File: config.mk
export PLATFORM = sky130hd
export DESIGN_NAME = cdb_arbiter
export DESIGN_NICKNAME = d
export VERILOG_FILES = /design/src/rtl/cdb_arbiter_pkg.sv /design/src/rtl/cdb_fifo.sv /design/src/rtl/cdb_arbiter.sv
export SDC_FILE = /design/constraint.sdc
export NUM_CORES = 1
export LEC_CHECK = 0
export BUFFER_PORTS_ARGS = -buffer_cell sky130_fd_sc_hd__buf_2
export CAP_MARGIN = 20
export CORE_MARGIN = 1
export CORE_UTILIZATION = 40
export DETAILED_ROUTE_END_ITERATION = 7
export SLEW_MARGIN = 20
export SYNTH_ARGS = -nofsm -noshare
export SYNTH_HDL_FRONTEND = slang
export SYNTH_SLANG_ARGS = --single-unit
export TNS_END_PERCENT = 10
File: constraint.sdc
create_clock -name clk -period 6.4 [get_ports clk]
set_input_delay 0.32 -clock clk [delete_from_list [all_inputs] [get_ports clk]]
set_output_delay 0.32 -clock clk [all_outputs]
set_load 0.01 [all_outputs]
File: src/rtl/cdb_arbiter_pkg.sv
// cdb_arbiter_pkg: shared widths, grant encoding and arbitration helpers
// for the common data bus arbiter. The optional round-robin policy is
// selected with the CDB_RR_EN macro in cdb_arbiter.sv.
package cdb_arbiter_pkg;

  // Core-wide defaults for the ROB index and result widths.
  localparam int ROB_IDX_WIDTH = 4;
  localparam int DATA_WIDTH    = 32;

  // One-bit source encoding used by the round-robin history bit.
  localparam logic CDB_SRC_ALU = 1'b0;
  localparam logic CDB_SRC_LSB = 1'b1;

  // Per-cycle grant decision.
  typedef enum logic [1:0] {
    GRANT_NONE = 2'b00,
    GRANT_ALU  = 2'b01,
    GRANT_LSB  = 2'b10
  } grant_e;

  // Fixed priority: loads win so their dependents wake up sooner.
  function automatic grant_e pick_fixed(input logic alu_v, input logic lsb_v);
    grant_e g;
    case ({lsb_v, alu_v})
      2'b11:   g = GRANT_LSB;
      2'b10:   g = GRANT_LSB;
      2'b01:   g = GRANT_ALU;
      default: g = GRANT_NONE;
    endcase
    return g;
  endfunction

  // Round robin: on a tie the source that did not win last time goes first.
  function automatic grant_e pick_rr(input logic alu_v, input logic lsb_v,
                                     input logic last_grant);
    grant_e g;
    case ({lsb_v, alu_v})
      2'b11:   g = (last_grant == CDB_SRC_LSB) ? GRANT_ALU : GRANT_LSB;
      2'b10:   g = GRANT_LSB;
      2'b01:   g = GRANT_ALU;
      default: g = GRANT_NONE;
    endcase
    return g;
  endfunction

endpackage

File: src/rtl/cdb_fifo.sv
// cdb_fifo: small power-of-two result FIFO feeding one CDB source.
// Push, pop and flush all take effect only while rdy_in is high; flush
// wins over push/pop so rollback never leaves a stale entry behind.
module cdb_fifo
  import cdb_arbiter_pkg::*;
#(
  parameter int DEPTH = 2,
  parameter int WIDTH = ROB_IDX_WIDTH + DATA_WIDTH,
  localparam int PTR_W = $clog2(DEPTH),
  localparam int CNT_W = PTR_W + 1
) (
  input  logic             clk,
  input  logic             rst_in,
  input  logic             rdy_in,
  input  logic             flush,
  input  logic             push,
  input  logic [WIDTH-1:0] push_data,
  input  logic             pop,
  output logic [WIDTH-1:0] head,
  output logic [CNT_W-1:0] count,
  output logic             full
);

  logic [WIDTH-1:0] mem_r [DEPTH];
  logic [PTR_W-1:0] rd_ptr_r;
  logic [PTR_W-1:0] wr_ptr_r;
  logic [CNT_W-1:0] count_r;
  logic             do_push_s;
  logic             do_pop_s;

  // Qualify requests: nothing moves while frozen or flushing, and the
  // occupancy guards keep a misbehaving producer from corrupting state.
  always_comb begin
    do_push_s = 1'b0;
    do_pop_s  = 1'b0;
    if (rdy_in && !flush) begin
      do_push_s = push && (count_r != CNT_W'(DEPTH));
      do_pop_s  = pop && (count_r != {CNT_W{1'b0}});
    end else begin
      do_push_s = 1'b0;
      do_pop_s  = 1'b0;
    end
  end

  // Entry storage; only the slot under the write pointer changes.
  always_ff @(posedge clk) begin
    if (do_push_s) begin
      mem_r[wr_ptr_r] <= push_data;
    end
  end

  // Pointers wrap naturally at DEPTH; count tracks occupancy 0..DEPTH.
  always_ff @(posedge clk) begin
    if (rst_in) begin
      rd_ptr_r <= {PTR_W{1'b0}};
      wr_ptr_r <= {PTR_W{1'b0}};
      count_r  <= {CNT_W{1'b0}};
    end else if (rdy_in && flush) begin
      rd_ptr_r <= {PTR_W{1'b0}};
      wr_ptr_r <= {PTR_W{1'b0}};
      count_r  <= {CNT_W{1'b0}};
    end else begin
      if (do_push_s) begin
        wr_ptr_r <= wr_ptr_r + PTR_W'(1);
      end
      if (do_pop_s) begin
        rd_ptr_r <= rd_ptr_r + PTR_W'(1);
      end
      case ({do_push_s, do_pop_s})
        2'b10:   count_r <= count_r + CNT_W'(1);
        2'b01:   count_r <= count_r - CNT_W'(1);
        default: count_r <= count_r;
      endcase
    end
  end

  assign head  = mem_r[rd_ptr_r];
  assign count = count_r;
  assign full  = (count_r == CNT_W'(DEPTH));

endmodule

File: src/rtl/cdb_arbiter.sv
// cdb_arbiter: shares one common data bus between the ALU and the LSB.
// Each source has a cdb_fifo; an empty FIFO lets its incoming result
// bypass straight to arbitration. One winner per cycle is registered onto
// the CDB. Define CDB_RR_EN for round-robin arbitration; otherwise the
// LSB has fixed priority over the ALU.
module cdb_arbiter
  import cdb_arbiter_pkg::*;
#(
  parameter int ROB_IDX_W = ROB_IDX_WIDTH,
  parameter int DATA_W    = DATA_WIDTH,
  parameter int DEPTH     = 2
) (
  input  logic                 clk,
  input  logic                 rst_in,
  input  logic                 rdy_in,
  input  logic                 roll_back,
  input  logic                 alu_en,
  input  logic [ROB_IDX_W-1:0] alu_rob_idx,
  input  logic [DATA_W-1:0]    alu_val,
  output logic                 alu_stall,
  input  logic                 lsb_en,
  input  logic [ROB_IDX_W-1:0] lsb_rob_idx,
  input  logic [DATA_W-1:0]    lsb_val,
  output logic                 lsb_stall,
  output logic                 cdb_en,
  output logic [ROB_IDX_W-1:0] cdb_rob_idx,
  output logic [DATA_W-1:0]    cdb_val
);

  localparam int ENT_W = ROB_IDX_W + DATA_W;
  localparam int CNT_W = $clog2(DEPTH) + 1;

  logic [ENT_W-1:0] alu_head_s;
  logic [ENT_W-1:0] lsb_head_s;
  logic [ENT_W-1:0] alu_cand_s;
  logic [ENT_W-1:0] lsb_cand_s;
  logic [CNT_W-1:0] alu_count_s;
  logic [CNT_W-1:0] lsb_count_s;
  logic             alu_full_s;
  logic             lsb_full_s;
  logic             alu_empty_s;
  logic             lsb_empty_s;
  logic             alu_cand_v_s;
  logic             lsb_cand_v_s;
  logic             alu_push_s;
  logic             lsb_push_s;
  logic             alu_pop_s;
  logic             lsb_pop_s;
  grant_e           grant_s;

  cdb_fifo #(
    .DEPTH (DEPTH),
    .WIDTH (ENT_W)
  ) u_alu_fifo (
    .clk       (clk),
    .rst_in    (rst_in),
    .rdy_in    (rdy_in),
    .flush     (roll_back),
    .push      (alu_push_s),
    .push_data ({alu_rob_idx, alu_val}),
    .pop       (alu_pop_s),
    .head      (alu_head_s),
    .count     (alu_count_s),
    .full      (alu_full_s)
  );

  cdb_fifo #(
    .DEPTH (DEPTH),
    .WIDTH (ENT_W)
  ) u_lsb_fifo (
    .clk       (clk),
    .rst_in    (rst_in),
    .rdy_in    (rdy_in),
    .flush     (roll_back),
    .push      (lsb_push_s),
    .push_data ({lsb_rob_idx, lsb_val}),
    .pop       (lsb_pop_s),
    .head      (lsb_head_s),
    .count     (lsb_count_s),
    .full      (lsb_full_s)
  );

  // Stall is a pure decode of the registered count: no credit for a pop
  // happening in the same cycle.
  assign alu_stall = alu_full_s;
  assign lsb_stall = lsb_full_s;

  // Per-source candidate: FIFO head when occupied, else the incoming bypass.
  always_comb begin
    alu_empty_s = (alu_count_s == {CNT_W{1'b0}});
    lsb_empty_s = (lsb_count_s == {CNT_W{1'b0}});
    if (alu_empty_s) begin
      alu_cand_v_s = alu_en;
      alu_cand_s   = {alu_rob_idx, alu_val};
    end else begin
      alu_cand_v_s = 1'b1;
      alu_cand_s   = alu_head_s;
    end
    if (lsb_empty_s) begin
      lsb_cand_v_s = lsb_en;
      lsb_cand_s   = {lsb_rob_idx, lsb_val};
    end else begin
      lsb_cand_v_s = 1'b1;
      lsb_cand_s   = lsb_head_s;
    end
  end

`ifdef CDB_RR_EN
  logic last_grant_r;

  // Remember the last winner; reset/rollback leaves the LSB favoured.
  always_ff @(posedge clk) begin
    if (rst_in) begin
      last_grant_r <= CDB_SRC_ALU;
    end else if (rdy_in) begin
      if (roll_back) begin
        last_grant_r <= CDB_SRC_ALU;
      end else begin
        case (grant_s)
          GRANT_ALU: last_grant_r <= CDB_SRC_ALU;
          GRANT_LSB: last_grant_r <= CDB_SRC_LSB;
          default:   last_grant_r <= last_grant_r;
        endcase
      end
    end
  end

  // Round-robin grant; nothing is granted while frozen or rolling back.
  always_comb begin
    grant_s = GRANT_NONE;
    if (rdy_in && !roll_back) begin
      grant_s = pick_rr(alu_cand_v_s, lsb_cand_v_s, last_grant_r);
    end else begin
      grant_s = GRANT_NONE;
    end
  end
`else
  // Fixed-priority grant; nothing is granted while frozen or rolling back.
  always_comb begin
    grant_s = GRANT_NONE;
    if (rdy_in && !roll_back) begin
      grant_s = pick_fixed(alu_cand_v_s, lsb_cand_v_s);
    end else begin
      grant_s = GRANT_NONE;
    end
  end
`endif

  // Pop the winner's head, or bypass it; any accepted loser is buffered.
  always_comb begin
    alu_pop_s  = (grant_s == GRANT_ALU) && !alu_empty_s;
    lsb_pop_s  = (grant_s == GRANT_LSB) && !lsb_empty_s;
    alu_push_s = alu_en && !alu_full_s && !((grant_s == GRANT_ALU) && alu_empty_s);
    lsb_push_s = lsb_en && !lsb_full_s && !((grant_s == GRANT_LSB) && lsb_empty_s);
  end

  // CDB output registers; index/value hold when there is nothing to send.
  always_ff @(posedge clk) begin
    if (rst_in) begin
      cdb_en      <= 1'b0;
      cdb_rob_idx <= {ROB_IDX_W{1'b0}};
      cdb_val     <= {DATA_W{1'b0}};
    end else if (rdy_in) begin
      if (roll_back) begin
        cdb_en <= 1'b0;
      end else begin
        case (grant_s)
          GRANT_ALU: begin
            cdb_en      <= 1'b1;
            cdb_rob_idx <= alu_cand_s[ENT_W-1 -: ROB_IDX_W];
            cdb_val     <= alu_cand_s[DATA_W-1:0];
          end
          GRANT_LSB: begin
            cdb_en      <= 1'b1;
            cdb_rob_idx <= lsb_cand_s[ENT_W-1 -: ROB_IDX_W];
            cdb_val     <= lsb_cand_s[DATA_W-1:0];
          end
          default: cdb_en <= 1'b0;
        endcase
      end
    end
  end

endmodule

Yosys cells after proc, flatten, opt, wreduce, memory -nomap -nowiden
Memories as Yosys holds them, arrays and structs flattened. A register that Yosys moved wholly into a read port is not among the register bits.
Cells that the tools add are included.
Widths: inputs -> output; s select.
Operators by class
  $add $sub $neg: 8
  multipliers: 0
  div/mod/pow operators: 0
  magnitude comparators: 0
  equality and inequality tests: 13
  shifts and indexed selects: 0
  mux-type cells: 24
  bitwise gates (word level): 1
  reduce and logical (&&, ||, !) cells: 32
Operators with widths (number)
  $mux 36: 2
  $pmux 32 s2: 1
  $mux 1: 16
  $eq 2x2->1 const B: 7
  $logic_and 1x1->1: 14
  $pmux 2 s2: 3
  $reduce_bool 2->1: 5
  $eq 2x1->1 const B: 4
  $pmux 4 s2: 1
  $logic_not 1->1: 7
  $reduce_or 2->1: 3
  $add 1x1->1 const B: 4
  $add 2x1->2 const B: 2
  $logic_not 2->1: 2
  $ne 2x2->1 const B: 2
  $sub 2x1->2 const B: 2
  $reduce_and 3->1: 1
  $mux 2: 1
  $not 1->1: 1
Storage, ports and cells
  register bits after elaboration: 45
  latch bits: 0
  bits in writable memories: 144
  ROM bits: 0
  bits of input ports: 78
  output and inout port bits: 39
  logic and storage cells: 89
  memories kept: 2
Memory list
  u_alu_fifo.mem_r: depth 2, width 36, rd ports 1, clocked after memory_dff 1, wr ports 1, RTL line cdb_fifo.sv:24  | logic [WIDTH-1:0] mem_r [DEPTH];
  u_lsb_fifo.mem_r: depth 2, width 36, rd ports 1, clocked after memory_dff 1, wr ports 1, RTL line cdb_fifo.sv:24

Depth between registers and ports, before layout
Gate-level depths: netlist (run 1).
  word-level depth: 14
  depth in mapped cells: 14
  depth with buffers taken out: 10

By module
Synthesis (run 1) repeated with hierarchy kept, for this count alone.
Second synthesis, totals
  cells, all modules: 591
  area total of the unflattened synthesis: 8609.5 sq um
Modules (own cells, without submodules)
  cdb_fifo: times used 2, cells an instance 140, area each 2849.0 sq um, sequential area each 2262.2 sq um
  cdb_arbiter: times used 1, cells an instance 311, area each 2911.5 sq um, sequential area each 740.7 sq um

Worst setup path after synthesis (run 1)
No wires, ideal clock.
  kind: reg2reg
  from: register u_alu_fifo.count_r[1], in the netlist u_alu_fifo.count[1]
  to: memory u_lsb_fifo.mem_r[1][0] (netlist name), enable pin
  setup time: 0.429 ns
  arrival: 3.304 ns
  data required time: 5.971 ns
  path slack: 2.667 ns
  stages on the path, launching flop included: 12
  path buffers: 4
  clock period less this slack: 3.733 ns
  cell sequence: dfxtp_1 -> buf_2 -> or2_1 -> buf_6 -> buf_6 -> o21ai_1 -> or2_1 -> ha_1 -> clkbuf_1 -> o21bai_1 -> nand3_1 -> nor2_1
On the way
  word-level cells in the longest chain between the ends: 14
  elaborated cells on any way between the ends: 16
  those cells by class: eq/ne (4); mux (6); reduce/logical (6)
RTL lines
  start, declared: RTL line cdb_fifo.sv:27  | logic [CNT_W-1:0] count_r;
  start signal, assigned: RTL line cdb_fifo.sv:57  | count_r <= {CNT_W{1'b0}};
  start signal, assigned: RTL line cdb_fifo.sv:61  | count_r <= {CNT_W{1'b0}};
  start signal, assigned: RTL line cdb_fifo.sv:70  | 2'b10: count_r <= count_r + CNT_W'(1);
  $logic_not 2->1 (*): RTL line cdb_arbiter.sv:90  | alu_empty_s = (alu_count_s == {CNT_W{1'b0}});
  $mux 1 (*): RTL line cdb_arbiter.sv:92  | if (alu_empty_s) begin
  $eq 2x2->1: RTL line cdb_arbiter_pkg.sv:24  | case ({lsb_v, alu_v})
  $reduce_or 2->1 (no source line)
  $pmux 2 s2 (*): RTL line cdb_arbiter_pkg.sv:24
  $mux 2 (*): RTL line cdb_arbiter.sv:141  | if (rdy_in && !roll_back) begin
  $eq 2x2->1 (*): RTL line cdb_arbiter.sv:154  | lsb_push_s = lsb_en && !lsb_full_s && !((grant_s == GRANT_LSB) && lsb_empty_s);
  $logic_and 1x1->1 (*): RTL line cdb_arbiter.sv:154
  $logic_not 1->1 (*): RTL line cdb_arbiter.sv:154
  $logic_and 1x1->1 (*): RTL line cdb_arbiter.sv:154
  $logic_and 1x1->1 (*): RTL line cdb_fifo.sv:37  | do_push_s = push && (count_r != CNT_W'(DEPTH));
  $mux 1 (*): RTL line cdb_fifo.sv:36  | if (rdy_in && !flush) begin
  $mux 1 (*): RTL line cdb_fifo.sv:47  | if (do_push_s) begin
  $mux 1 (not written as such) (*): RTL line cdb_fifo.sv:48  | mem_r[wr_ptr_r] <= push_data;
  end, declared: RTL line cdb_fifo.sv:24
Every way passes the cells marked *; elsewhere a longest branch is shown, timed or not.

Worst setup path after layout (run 1)
  from: register u_alu_fifo.count_r[1], in the netlist u_alu_fifo.count[1]
  to: register u_lsb_fifo.count_r[1], in the netlist u_lsb_fifo.count[1]
On the way
  elaborated cells on any way between the ends: 21
  those cells by class: eq/ne (6); mux (6); reduce/logical (9)
RTL lines
  $logic_not 2->1 (*): RTL line cdb_arbiter.sv:90
  $mux 1 (*): RTL line cdb_arbiter.sv:92
  $eq 2x2->1: RTL line cdb_arbiter_pkg.sv:24
  $reduce_or 2->1 (no source line)
  $pmux 2 s2 (*): RTL line cdb_arbiter_pkg.sv:24
  $mux 2 (*): RTL line cdb_arbiter.sv:141
  $eq 2x2->1 (*): RTL line cdb_arbiter.sv:152  | lsb_pop_s = (grant_s == GRANT_LSB) && !lsb_empty_s;
  $logic_and 1x1->1 (*): RTL line cdb_arbiter.sv:152
  $logic_and 1x1->1 (*): RTL line cdb_fifo.sv:38  | do_pop_s = pop && (count_r != {CNT_W{1'b0}});
  $mux 1 (*): RTL line cdb_fifo.sv:36
  named net u_lsb_fifo.do_pop_s: RTL line cdb_fifo.sv:29  | logic do_pop_s;
  $eq 2x1->1 or $eq 2x2->1 (tied branches): RTL line cdb_fifo.sv:69  | case ({do_push_s, do_pop_s})
  $pmux 2 s2 or $reduce_bool 2->1 (tied branches)
  end signal, assigned: RTL line cdb_fifo.sv:70
  end signal, assigned: RTL line cdb_fifo.sv:71  | 2'b01: count_r <= count_r - CNT_W'(1);
  end signal, assigned: RTL line cdb_fifo.sv:72  | default: count_r <= count_r;
  end, declared: RTL line cdb_fifo.sv:27
Mark *: on every way through the listed nets, which the timed path passes. The rest lies on a longest branch.
A chain may end at the register's enable or synchronous reset.

==> reports/qor.csv, run 1 <==
stage,metric,value,unit
run_status,status,"finished, final reports clean",
placement,gp_congestion,0.765,
global_route,top_usage_layer,met2,
detailed_routing,remaining_drc_errors,0,
floorplanning,die_w,146,um
detailed_routing,drtPass1Iterations,5,
setup_path,crit_type,flip-flop to flip-flop,
yosys,ys_seq_elements,191,
setup_path,worstSetupEndpointType,flip-flop,
detailed_routing,drt-initial-drc-count,369,
sta,relSlewSlack,35.2,%
sta,period_needed,4.37,ns
global_route,grt_overflow,0,
floorplanning,core_area,20200,um^2
clock_tree,clock-root-buffer,clkbuf_16,
power,powerDensity,273,nW/um^2
yosys,synth_fp_nets,638,
cells_and_area,nets,736,
setup_path,r2r-end,u_lsb_fifo.count[1]$_SDFFE_PP0P_,
clock_tree,cts_resized,0,
clock_tree,cts_buffer_depth,2,
yosys,syn_inst,556,
sta,fmax,229,MHz
placement,placed_cell_area,8980,um^2
floorplanning,rows,52,
setup_path,worstRegToRegCells,10,
global_route,first_global_vias,5265,
setup_path,cp-endpoint,u_lsb_fifo.count[1]$_SDFFE_PP0P_,
global_route,use_met3,4.04,%
placement,dpl_worst_slack,1.89,ns
sta,skew,0.00966,ns
floorplanning,design.die.area,21200,um^2
clock_tree,clkLatencyLatePin,0.43,ns
sta,setup_tns,0,ns
cells_and_area,multi_input_area,2710,um^2
detailed_routing,post_drt_via_cell_ratio,5.47,
yosys,syn_area_per_cell,14.8,um^2
sta,period_share,68.3,%
cells_and_area,regArea,5270,um^2
detailed_routing,avgRoutedWirePerCell,20.2,um
sta,whs,0.0942,ns
global_route,met2_usage,30.2,%
clock_tree,cts_tree,built,
cells_and_area,drive_gt1_share,38.7,%
cells_and_area,stdcell_area,9620,um^2
global_route,grt_max_degree,43,
sta,finalHoldViolations,0,
setup_path,required,6.77,ns
worst_hold_path,hp-class,input port to flip-flop,
flow_run,cap_violations,0,
floorplanning,die_h,146,um
clock_tree,ctsHoldBuffers,0,
setup_path,timing.rr.start,u_alu_fifo.count[1]$_SDFFE_PP0P_,
global_route,grt_antenna_before_repair,1,
yosys,yosysUniqueCellTypes,39,
sta,drv_slew,0,
setup_path,r2r_slack,2.03,ns
placement,dp_hpwl,11800,um
detailed_routing,final_antenna_net_count,0,
global_route,grt.total_usage,18.3,%
clock_tree,post_cts_buffers,0,
setup_path,critPathLaunchType,flip-flop,
floorplanning,io_pins,117,
power,p_leak,3.44,nW
clock_tree,cts_buffers,17,
sta,setup_viol,0,
clock_tree,clock_sinks,191,
yosys,synth_area,8250,um^2
global_route,grt_pass1_wl,29600,um
sta,tightest_slew,0.972,ns
cells_and_area,fill_cells,1803,
setup_path,cp.arrival,4.74,ns
sta,setup_slack,2.03,ns
yosys,ys_warn_count,0,
detailed_routing,wirelength,19000,um
cells_and_area,synthToLayoutAreaGrowth,16.6,%
sta,rsz0062_at_grt,false,
global_route,use_met1,23.6,%
setup_path,cp_max_fo,42,
power,ir_drop,200,uV
setup_path,startpoint,u_alu_fifo.count[1]$_SDFFE_PP0P_,
floorplanning,start_util,40.7,%
placement,portBuffers,116,
clock_tree,cts.clk_slew.worst_paths,0.07,ns
yosys,seq_area_frac_synth,63.9,%
clock_tree,cts-htree-levels,4,
detailed_routing,num_vias,5130,
==> through the flow <==
stage	power [mW]	std cells	utilization [%]
finish	2.62	938	47.5
global route	2.71	937	47.5
CTS	2.64	935	47.3
detailed placement	1.57	903	44.4
global placement	1.57	903	44.3
floorplan	1.50	556	-
==> kinds of logic after synthesis <==
group                      Yosys count  share of synthesized area (%)
AOI/OAI and AO/OA                  129                           16.1
buffers and inverters               52                           3.51
xor gates and xnor gates             4                          0.425
DFF                                191                           63.9
and+or+nand+nor                    104                           6.21
muxes                               72                           9.29
adders and majority gates            4                          0.607
==> registers in the layout, indices dropped and copies added, names as in the netlist, 2 cells and up, named ones only <==
| name | flops |
|---|---|
| cdb_val | 32 |
| u_lsb_fifo.mem_r | 72 |
| u_lsb_fifo.count | 2 |
| u_alu_fifo.mem_r | 72 |
| cdb_rob_idx | 4 |
| u_alu_fifo.count | 2 |
==> cell usage in the layout, fill, tap and decap left out, types with 4 or more instances in the layout <==
| master | instances |
|---|---|
| edfxtp_1 | 144 |
| buf_2 | 116 |
| dfxtp_1 | 43 |
| nor3_1 | 39 |
| nor2_1 | 39 |
| mux2_2 | 36 |
| mux2i_1 | 36 |
| a211o_1 | 36 |
| a211oi_2 | 29 |
| a221oi_2 | 24 |
| clkbuf_16 | 17 |
| a21oi_1 | 10 |
| a221oi_1 | 7 |
| buf_4 | 7 |
| nand2_1 | 5 |
| a311oi_1 | 5 |
| inv_1 | 4 |
| a32o_1 | 4 |
==> synth_stat cells (all sizes together) <==
cell type,instances,area [um^2]
edfxtp,144,4320
dfxtp,47,941
nor2,41,154
nor3,39,195
a211o,36,315
mux2,36,405
mux2i,36,360
a211oi,31,378
a221oi,31,422
buf,25,180
clkbuf,21,86.3
a21oi,10,50.1
inv,6,22.5
a311oi,5,43.8
nand2,5,18.8
o21ai,5,25.0
a32o,4,40.0
ha,4,50.1
nand2b,3,18.8
nor2b,3,18.8
a31o,2,17.5
and2,2,12.5
nand3,2,10.0
nand4,2,12.5
nor3b,2,37.5
o21a,2,15.0
o21bai,2,15.0
or2,2,12.5
or3,2,12.5
xnor2,2,17.5
xor2,2,17.5
a21o,1,7.51
or3b,1,8.76
==> final cells by class <==
cell class	count	share of cell area [%]
flip-flops and latches	191	54.8
repair buffers	125	7.03
well taps	270	3.51
multi-input cells	313	28.2
diodes	1	0.0260
clock inverters	13	1.69
clock buffers	19	4.50
inverters	6	0.234
==> per-layer routing <==
metal,up-vias,wire length [um]
met1,2556,8450
met5,-,0
met3,22,921
met2,156,9280
li1,2396,-
met4,0,323
==> power by group <==
group          total, mW  switching [mW]  internal (mW)
clock network       1.07           0.457          0.617
registers           1.37          0.0100           1.36
logic              0.181           0.111         0.0703
==> worst min path at each step <==
stage                        start                                end  slack (ns)  cells past startpoint
3_3_place_gp   cdb_en$_SDFFE_PP0P_                cdb_en$_SDFFE_PP0P_        0.47                      2
2_1_floorplan           alu_val[0]   u_alu_fifo.mem_r[0][0]$_DFFE_PP_        0.42                      0
4_1_cts                 alu_val[2]   u_alu_fifo.mem_r[0][2]$_DFFE_PP_        0.07                      1
6_report               alu_val[22]  u_alu_fifo.mem_r[0][22]$_DFFE_PP_        0.09                      1
3_5_place_dp   cdb_en$_SDFFE_PP0P_                cdb_en$_SDFFE_PP0P_        0.47                      2
5_1_grt                 alu_val[2]   u_alu_fifo.mem_r[1][2]$_DFFE_PP_        0.08                      1
==> critical path: stages, from the launching register on <==
cell and delay (ns):
dfxtp_2 0.56, or2_2 0.73, o21ai_1 0.28, or2_1 0.14
ha_2 0.75, o21a_2 0.25, buf_4 0.54, and2_1 0.25
ha_1 0.27, or3_1 0.38, a21oi_1 0.13
Power figures use the tool's default switching activity.
==> inputs of run 2 (changes only) <==
==> constraint.sdc (replaced) <==
create_clock -name clk -period 3.8 [get_ports clk]
set_input_delay 0.19 -clock clk [delete_from_list [all_inputs] [get_ports clk]]
set_output_delay 0.19 -clock clk [all_outputs]
set_load 0.01 [all_outputs]
==> run 2 against run 1 <==
Register-to-register slack got worse by 1.1 ns. Clock power rose by 57%. Largest power group unchanged. Non-clock buffer count rose by 76.
==> reports/qor.csv, run 2 (synthesis gave the netlist of run 1 again) <==
stage,metric,value,unit,change
run_status,status,"finished, final reports clean",,unchanged
clock_tree,cts-htree-levels,4,,unchanged
setup_path,crit_slowest_cell,buf_4,,was ha_2
clock_tree,clkLatencyLatePin,0.43,ns,about the same
setup_path,required,4.11,ns,was 6.77 ns
clock_tree,cts_buffers,17,,unchanged
clock_tree,clock-root-buffer,clkbuf_16,,unchanged
global_route,grt.total_usage,19.4,%,was 18.3%
setup_path,crit_type,flip-flop to flip-flop,,unchanged
detailed_routing,post_drt_via_cell_ratio,5.41,,was 5.47
detailed_routing,final_antenna_net_count,0,,unchanged
setup_path,critPathTopFamily,buffers and inverters,,was simple AND/OR/NAND/NOR gates
sta,drv_slew,0,,unchanged
setup_path,timing.rr.start,u_alu_fifo.count[0]$_SDFFE_PP0P_,,was u_alu_fifo.count[1]$_SDFFE_PP0P_
clock_tree,post_cts_buffers,0,,unchanged
floorplanning,io_pins,117,,unchanged
setup_path,cp_num_buf_inv,2,,was 1
floorplanning,core_area,20200,um^2,unchanged
detailed_routing,remaining_drc_errors,0,,unchanged
placement,gp_congestion,0.806,,was 0.765
setup_path,startpoint,u_alu_fifo.count[0]$_SDFFE_PP0P_,,was u_alu_fifo.count[1]$_SDFFE_PP0P_
global_route,grt_antenna_before_repair,0,,was 1
power,ir_drop,343,uV,was 200 uV
power,powerDensity,423,nW/um^2,was 273 nW/um^2
cells_and_area,drive_gt1_share,35.5,%,was 38.7%
sta,tightest_slew,1.05,ns,was 0.972 ns
placement,portBuffers,116,,unchanged
cells_and_area,final_common_cell,edfxtp_1,,unchanged
global_route,grt_pass1_wl,31400,um,was 29600 um
setup_path,worstSetupEndpointType,flip-flop,,unchanged
floorplanning,die_h,146,um,unchanged
clock_tree,cts_tree,built,,unchanged
clock_tree,cts_buffer_depth,2,,unchanged
flow_run,cap_violations,0,,unchanged
floorplanning,start_util,40.7,%,unchanged
sta,fmax,351,MHz,was 229 MHz
power,p_leak,3.75,nW,was 3.44 nW
global_route,grt_max_degree,42,,was 43
cells_and_area,final_cell_mix,"edfxtp_1 (144), buf_2 (116), dlygate4sd3_1 (72)",,"was edfxtp_1 (144), buf_2 (116), dfxtp_1 (43)"
setup_path,slowest_delay,0.56,ns,was 0.75 ns
cells_and_area,top_regs,"u_alu_fifo.mem_r x72, u_lsb_fifo.mem_r x72, cdb_val x32",,unchanged
clock_tree,cts.clk_slew.worst_paths,0.07,ns,about the same
sta,rsz0062_at_grt,false,,unchanged
floorplanning,die_w,146,um,unchanged
sta,skew,0.00975,ns,was 0.00966 ns
cells_and_area,diodes,0,,was 1
detailed_routing,wirelength,20000,um,was 19000 um
sta,relSlewSlack,29.8,%,was 35.2%
sta,setup_viol,0,,unchanged
sta,finalHoldViolations,0,,unchanged
floorplanning,design.die.area,21200,um^2,unchanged
setup_path,cp_max_fo,39,,was 42
clock_tree,clock_sinks,191,,unchanged
cells_and_area,nets,812,,was 736
floorplanning,rows,52,,unchanged
detailed_routing,avgRoutedWirePerCell,19.7,um,was 20.2 um
setup_path,cp.arrival,3.16,ns,was 4.74 ns
global_route,first_global_vias,5670,,was 5265
setup_path,crit_chain,or2_2 -> o21ai_1 -> or2_1 -> ha_2 -> buf_4 -> o21a_2 -> buf_4 -> o21ai_1 -> a32o_1,,was or2_2 -> o21ai_1 -> or2_1 -> ha_2 -> o21a_2 -> buf_4 -> and2_1 -> ha_1 -> or3_1 -> a21oi_1
global_route,grt_overflow,0,,unchanged
detailed_routing,drt-initial-drc-count,377,,was 369
worst_hold_path,hp-class,input port to flip-flop,,unchanged
sta,period_share,75.1,%,was 68.3%
placement,dp_hpwl,11900,um,was 11800 um
cells_and_area,synthToLayoutAreaGrowth,24.9,%,was 16.6%
sta,period_needed,2.85,ns,was 4.37 ns
setup_path,critPathLaunchType,flip-flop,,unchanged
worst_hold_path,hp-start,alu_en,,was alu_val[22]
sta,whs,0.107,ns,was 0.0942 ns
detailed_routing,drtPass1Iterations,5,,unchanged
detailed_routing,num_vias,5485,,was 5130
sta,setup_tns,0,ns,unchanged
run 2: cell count changes in the layout (fill, tap and decap cells not counted), moves of 2 or more:
cell,change
dlygate4sd3_1,+72
clkinv_2,+3
buf_4,+6
clkinvlp_4,-2
clkinv_4,+5
inv_6,-3
clkbuf_1,-2
bufinv_16,-2
run 2: layout make-up:
cell class / instances / area, um^2
Multi-Input combinational cell: 313 / 2710
Tap cell: 270 / 338
Clock buffer: 18 / 439
Clock inverter: 14 / 120
Sequential cell: 191 / 5270
Inverter: 6 / 22.5
Fill cell: 1758 / 9940
Timing Repair Buffer: 201 / 1400
run 2: routing by layer:
layer | vias to the layer above | track usage, % | part of all wire, %
met5 | - | 0 | 0
met4 | 0 | 6.89 | 1.6
li1 | 2552 | - | -
met3 | 27 | 3.51 | 4.0
met2 | 152 | 31.2 | 48
met1 | 2754 | 26.4 | 46
run 2: through the flow:
stage / instances / setup WS [ns] / instance area (um^2) / power [mW] / util (%)
2_1_floorplan: 556 / 0.0672 / 8250 / 2.52 / -
3_3_place_gp: 909 / 0.922 / 9020 / 2.65 / 44.6
3_5_place_dp: 909 / 0.845 / 9020 / 2.65 / 44.6
4_1_cts: 1013 / 0.943 / 10300 / 4.38 / 50.9
5_1_grt: 1013 / 0.780 / 10300 / 4.50 / 50.9
6_report: 1013 / 0.948 / 10300 / 4.35 / 50.9
run 2: worst min-delay path: stages:
cell and delay [ns]:
buf_2 0.11, a31o_1 0.13, a21oi_1 0.06
run 2: timing repair:
action | 4_1_cts | 5_1_grt
hold buffers | 72 | 0
gates resized for setup | 0 | 0
endpoints found under the hold margin | 144 | 0
run 2: path summary, 6_finish.rpt:
path | cells after the start | slack, ns | to
max | 9 | 0.95 | flip-flop
min | 3 | 0.11 | u_alu_fifo.wr_ptr_r$_SDFFE_PP0N_
max reg2reg | 9 | 0.95 | flip-flop
min reg2reg | 2 | 0.49 | cdb_en$_SDFFE_PP0P_
run 2: report_power, final:
group | internal (mW) | switching, mW | leakage [nW] | total (mW)
logic | 0.166 | 0.199 | 1.78 | 0.365
registers | 2.29 | 0.0169 | 1.69 | 2.30
clock network | 0.918 | 0.766 | 0.279 | 1.68
total | 3.37 | 0.982 | 3.75 | 4.35
==> inputs of run 3 (changes only) <==
==> constraint.sdc (replaced) <==
create_clock -name clk -period 2.35 [get_ports clk]
set_input_delay 0.1175 -clock clk [delete_from_list [all_inputs] [get_ports clk]]
set_output_delay 0.1175 -clock clk [all_outputs]
set_load 0.01 [all_outputs]
==> run 3 against run 2 <==
Worst setup slack lost 0.86 ns. Sequential share of layout area shrank 2.1 points. Clock-buffer cell count grew 7. Clock power grew 60%. Register-to-register slack lost 0.86 ns. Utilization grew 2.2 points. Global-route usage grew 0.50 points. Critical path type unchanged. Largest cell class unchanged. Largest power group unchanged. Highest routed layer unchanged.
==> reports/qor.csv, run 3 (synthesis gave the netlist of run 1 again) <==
stage,metric,value,unit,change
power,clock_power_share,38.0,%,was 38.7%
setup_path,timing.rr.start,u_alu_fifo.count[1]$_SDFFE_PP0P_,,was u_alu_fifo.count[0]$_SDFFE_PP0P_
setup_path,startpoint,u_alu_fifo.count[1]$_SDFFE_PP0P_,,was u_alu_fifo.count[0]$_SDFFE_PP0P_
sta,whs,0.0726,ns,was 0.107 ns
worst_hold_path,whs_path_depth,2,,was 3
setup_path,worstRegToRegCells,9,,unchanged
global_route,grt_overflow,0,,unchanged
setup_path,crit_slowest_cell,or3_1,,was buf_4
clock_tree,clkLatencyLatePin,0.43,ns,about the same
sta,tightest_slew,0.556,ns,was 1.05 ns
sta,setup_slack,0.0838,ns,was 0.948 ns
setup_path,r2r_slack,0.08,ns,was 0.95 ns
sta,period_needed,2.27,ns,was 2.85 ns
global_route,first_global_vias,5800,,was 5670
setup_path,r2r-end,u_lsb_fifo.count[1]$_SDFFE_PP0P_,,
flow_run,cap_violations,0,,unchanged
setup_path,required,2.70,ns,was 4.11 ns
sta,drv_slew,0,,unchanged
clock_tree,cts_tree,built,,unchanged
detailed_routing,avgRoutedWirePerCell,19.8,um,was 19.7 um
sta,finalHoldViolations,0,,unchanged
power,p_sw,1.54,mW,was 0.982 mW
detailed_routing,remaining_drc_errors,0,,unchanged
power,ir_drop,478,uV,was 343 uV
power,power_frac_comb,9.2,%,was 8.4%
clock_tree,cts.clk_slew.worst_paths,0.06,ns,was 0.07 ns
run_status,status,"finished, final reports clean",,unchanged
power,p_seq_share,52.8,%,was 52.9%
floorplanning,start_util,40.7,%,unchanged
cells_and_area,nets,836,,was 812
setup_path,critPathLaunchType,flip-flop,,unchanged
setup_path,slowest_delay,0.37,ns,was 0.56 ns
clock_tree,clock_sinks,191,,unchanged
detailed_routing,drtPass1Iterations,7,,was 5
floorplanning,die_h,146,um,unchanged
power,powerDensity,657,nW/um^2,was 423 nW/um^2
cells_and_area,drive_gt1_share,38.1,%,was 35.5%
cells_and_area,final_common_cell,edfxtp_1,,unchanged
worst_hold_path,hp-class,input port to flip-flop,,unchanged
worst_hold_path,min_to,cdb_val[2]$_SDFFE_PP0P_,,was u_alu_fifo.wr_ptr_r$_SDFFE_PP0N_
global_route,grt_pass1_wl,32300,um,was 31400 um
setup_path,critPathTopFamily,simple AND/OR/NAND/NOR gates,,was buffers and inverters
clock_tree,cts-htree-levels,4,,unchanged
sta,rsz0062_at_grt,true,,was false
sta,setup_tns,0,ns,unchanged
setup_path,crit_type,flip-flop to flip-flop,,unchanged
sta,setup_viol,0,,unchanged
cells_and_area,synthToLayoutAreaGrowth,30.2,%,was 24.9%
clock_tree,clock-root-buffer,clkbuf_16,,unchanged
floorplanning,design.die.area,21200,um^2,unchanged
power,p_int,5.52,mW,was 3.37 mW
clock_tree,cts_buffers,17,,unchanged
cells_and_area,diodes,0,,unchanged
worst_hold_path,hp-start,rst_in,,was alu_en
global_route,grt.total_usage,19.9,%,was 19.4%
sta,fmax,441,MHz,was 351 MHz
floorplanning,die_w,146,um,unchanged
setup_path,worstSetupEndpointType,flip-flop,,unchanged
sta,skew,0.0115,ns,was 0.00975 ns
detailed_routing,final_antenna_net_count,0,,unchanged
sta,relSlewSlack,63.0,%,was 29.8%
sta,period_share,96.4,%,was 75.1%
setup_path,cp_num_buf_inv,0,,was 2
clock_tree,cts_buffer_depth,2,,unchanged
setup_path,cp.arrival,2.62,ns,was 3.16 ns
floorplanning,rows,52,,unchanged
cells_and_area,top_regs,"u_alu_fifo.mem_r x72, u_lsb_fifo.mem_r x72, cdb_val x32",,unchanged
placement,place_inst,932,,was 909
detailed_routing,drt-initial-drc-count,291,,was 377
setup_path,cp_max_fo,4,,was 39
power,swShare,21.8,%,was 22.6%
cells_and_area,final_cell_mix,"edfxtp_1 (144), buf_2 (116), dlygate4sd3_1 (72)",,unchanged
floorplanning,io_pins,117,,unchanged
detailed_routing,post_drt_via_cell_ratio,5.30,,was 5.41
floorplanning,core_area,20200,um^2,unchanged
placement,dp_hpwl,13000,um,was 11900 um
setup_path,crit_chain,or2_2 -> o21ai_2 -> or2_1 -> ha_2 -> o21a_2 -> and2_1 -> ha_1 -> or3_1 -> a21oi_1,,was or2_2 -> o21ai_1 -> or2_1 -> ha_2 -> buf_4 -> o21a_2 -> buf_4 -> o21ai_1 -> a32o_1
global_route,grt_antenna_before_repair,0,,unchanged
detailed_routing,num_vias,5496,,was 5485
placement,portBuffers,116,,unchanged
cells_and_area,fin_cells,1037,,was 1013
placement,gp_congestion,0.712,,was 0.806
placement,dpl_worst_slack,-0.0390,ns,was 0.845 ns
detailed_routing,wirelength,20600,um,was 20000 um
power,p_leak,3.91,nW,was 3.75 nW
global_route,grt_max_degree,42,,unchanged
==> run 3: cell count changes in the layout (fill, tap and decap cells not counted), sizes merged <==
cell | before | now
buf | 129 | 153
clkbuf | 18 | 25
clkinv | 12 | 5
clkinvlp | 1 | 2
inv | 6 | 5
==> run 3: layout make-up <==
| cell class | instances | area, um^2 |
|---|---|---|
| Clock buffer | 25 | 475 |
| Clock inverter | 7 | 63.8 |
| Fill cell | 1683 | 9500 |
| Inverter | 6 | 30.0 |
| Multi-Input combinational cell | 313 | 2810 |
| Sequential cell | 191 | 5270 |
| Tap cell | 270 | 338 |
| Timing Repair Buffer | 225 | 1750 |
==> run 3: power groups by stage <==
| stage | combinational, mW | clock, mW | sequential [mW] |
|---|---|---|---|
| floorplan | 0.288 | 0 | 3.80 |
| global placement | 0.529 | 0 | 3.79 |
| detailed placement | 0.542 | 0 | 3.80 |
| CTS | 0.641 | 2.73 | 3.72 |
| global route | 0.700 | 2.85 | 3.73 |
| finish | 0.647 | 2.68 | 3.72 |
==> run 3: timing repair <==
action | CTS | global route
gates resized for setup | 2 | 11
hold endpoints to repair | 149 | 0
hold buffers | 72 | 0
endpoints found under the setup margin | 14 | 73
pin swaps | 0 | 1
setup buffers | 0 | 1
==> run 3: layer usage <==
layer	GRT usage, %	routed length, um	share of wire [%]
met5	0	0	0
met4	6.42	203	0.99
met2	33.6	9970	48
met1	26.3	9610	47
met3	3.07	793	3.9
==> run 3: worst register-to-register path, cell delays in order (launching register included) <==
cell and delay, ns:
dfxtp_2 0.31, or2_2 0.30, o21ai_2 0.13, or2_1 0.12, ha_2 0.23, o21a_2 0.20, and2_1 0.15, ha_1 0.23
or3_1 0.37, a21oi_1 0.14
==> run 3: worst max path at each step <==
stage                                        to  slack, ns  depth (start not counted)
5_1_grt        u_lsb_fifo.count[1]$_SDFFE_PP0P_      -0.06                          9
3_3_place_gp           cdb_val[21]$_SDFFE_PP0P_      0.007                          9
6_report       u_lsb_fifo.count[1]$_SDFFE_PP0P_       0.08                          9
3_5_place_dp           cdb_val[24]$_SDFFE_PP0P_      -0.04                          9
4_1_cts                 cdb_val[6]$_SDFFE_PP0P_      -0.02                          8
2_1_floorplan  u_lsb_fifo.mem_r[1][0]$_DFFE_PP_      -0.26                         11
==> run 3: through the flow <==
stage          utilization [%]  total power, mW  cell area [um^2]
2_1_floorplan                -             4.09              8300
3_3_place_gp              46.4             4.32              9380
3_5_place_dp              46.4             4.34              9380
4_1_cts                   52.6             7.09             10600
5_1_grt                   53.1             7.28             10700
6_report                  53.1             7.05             10700
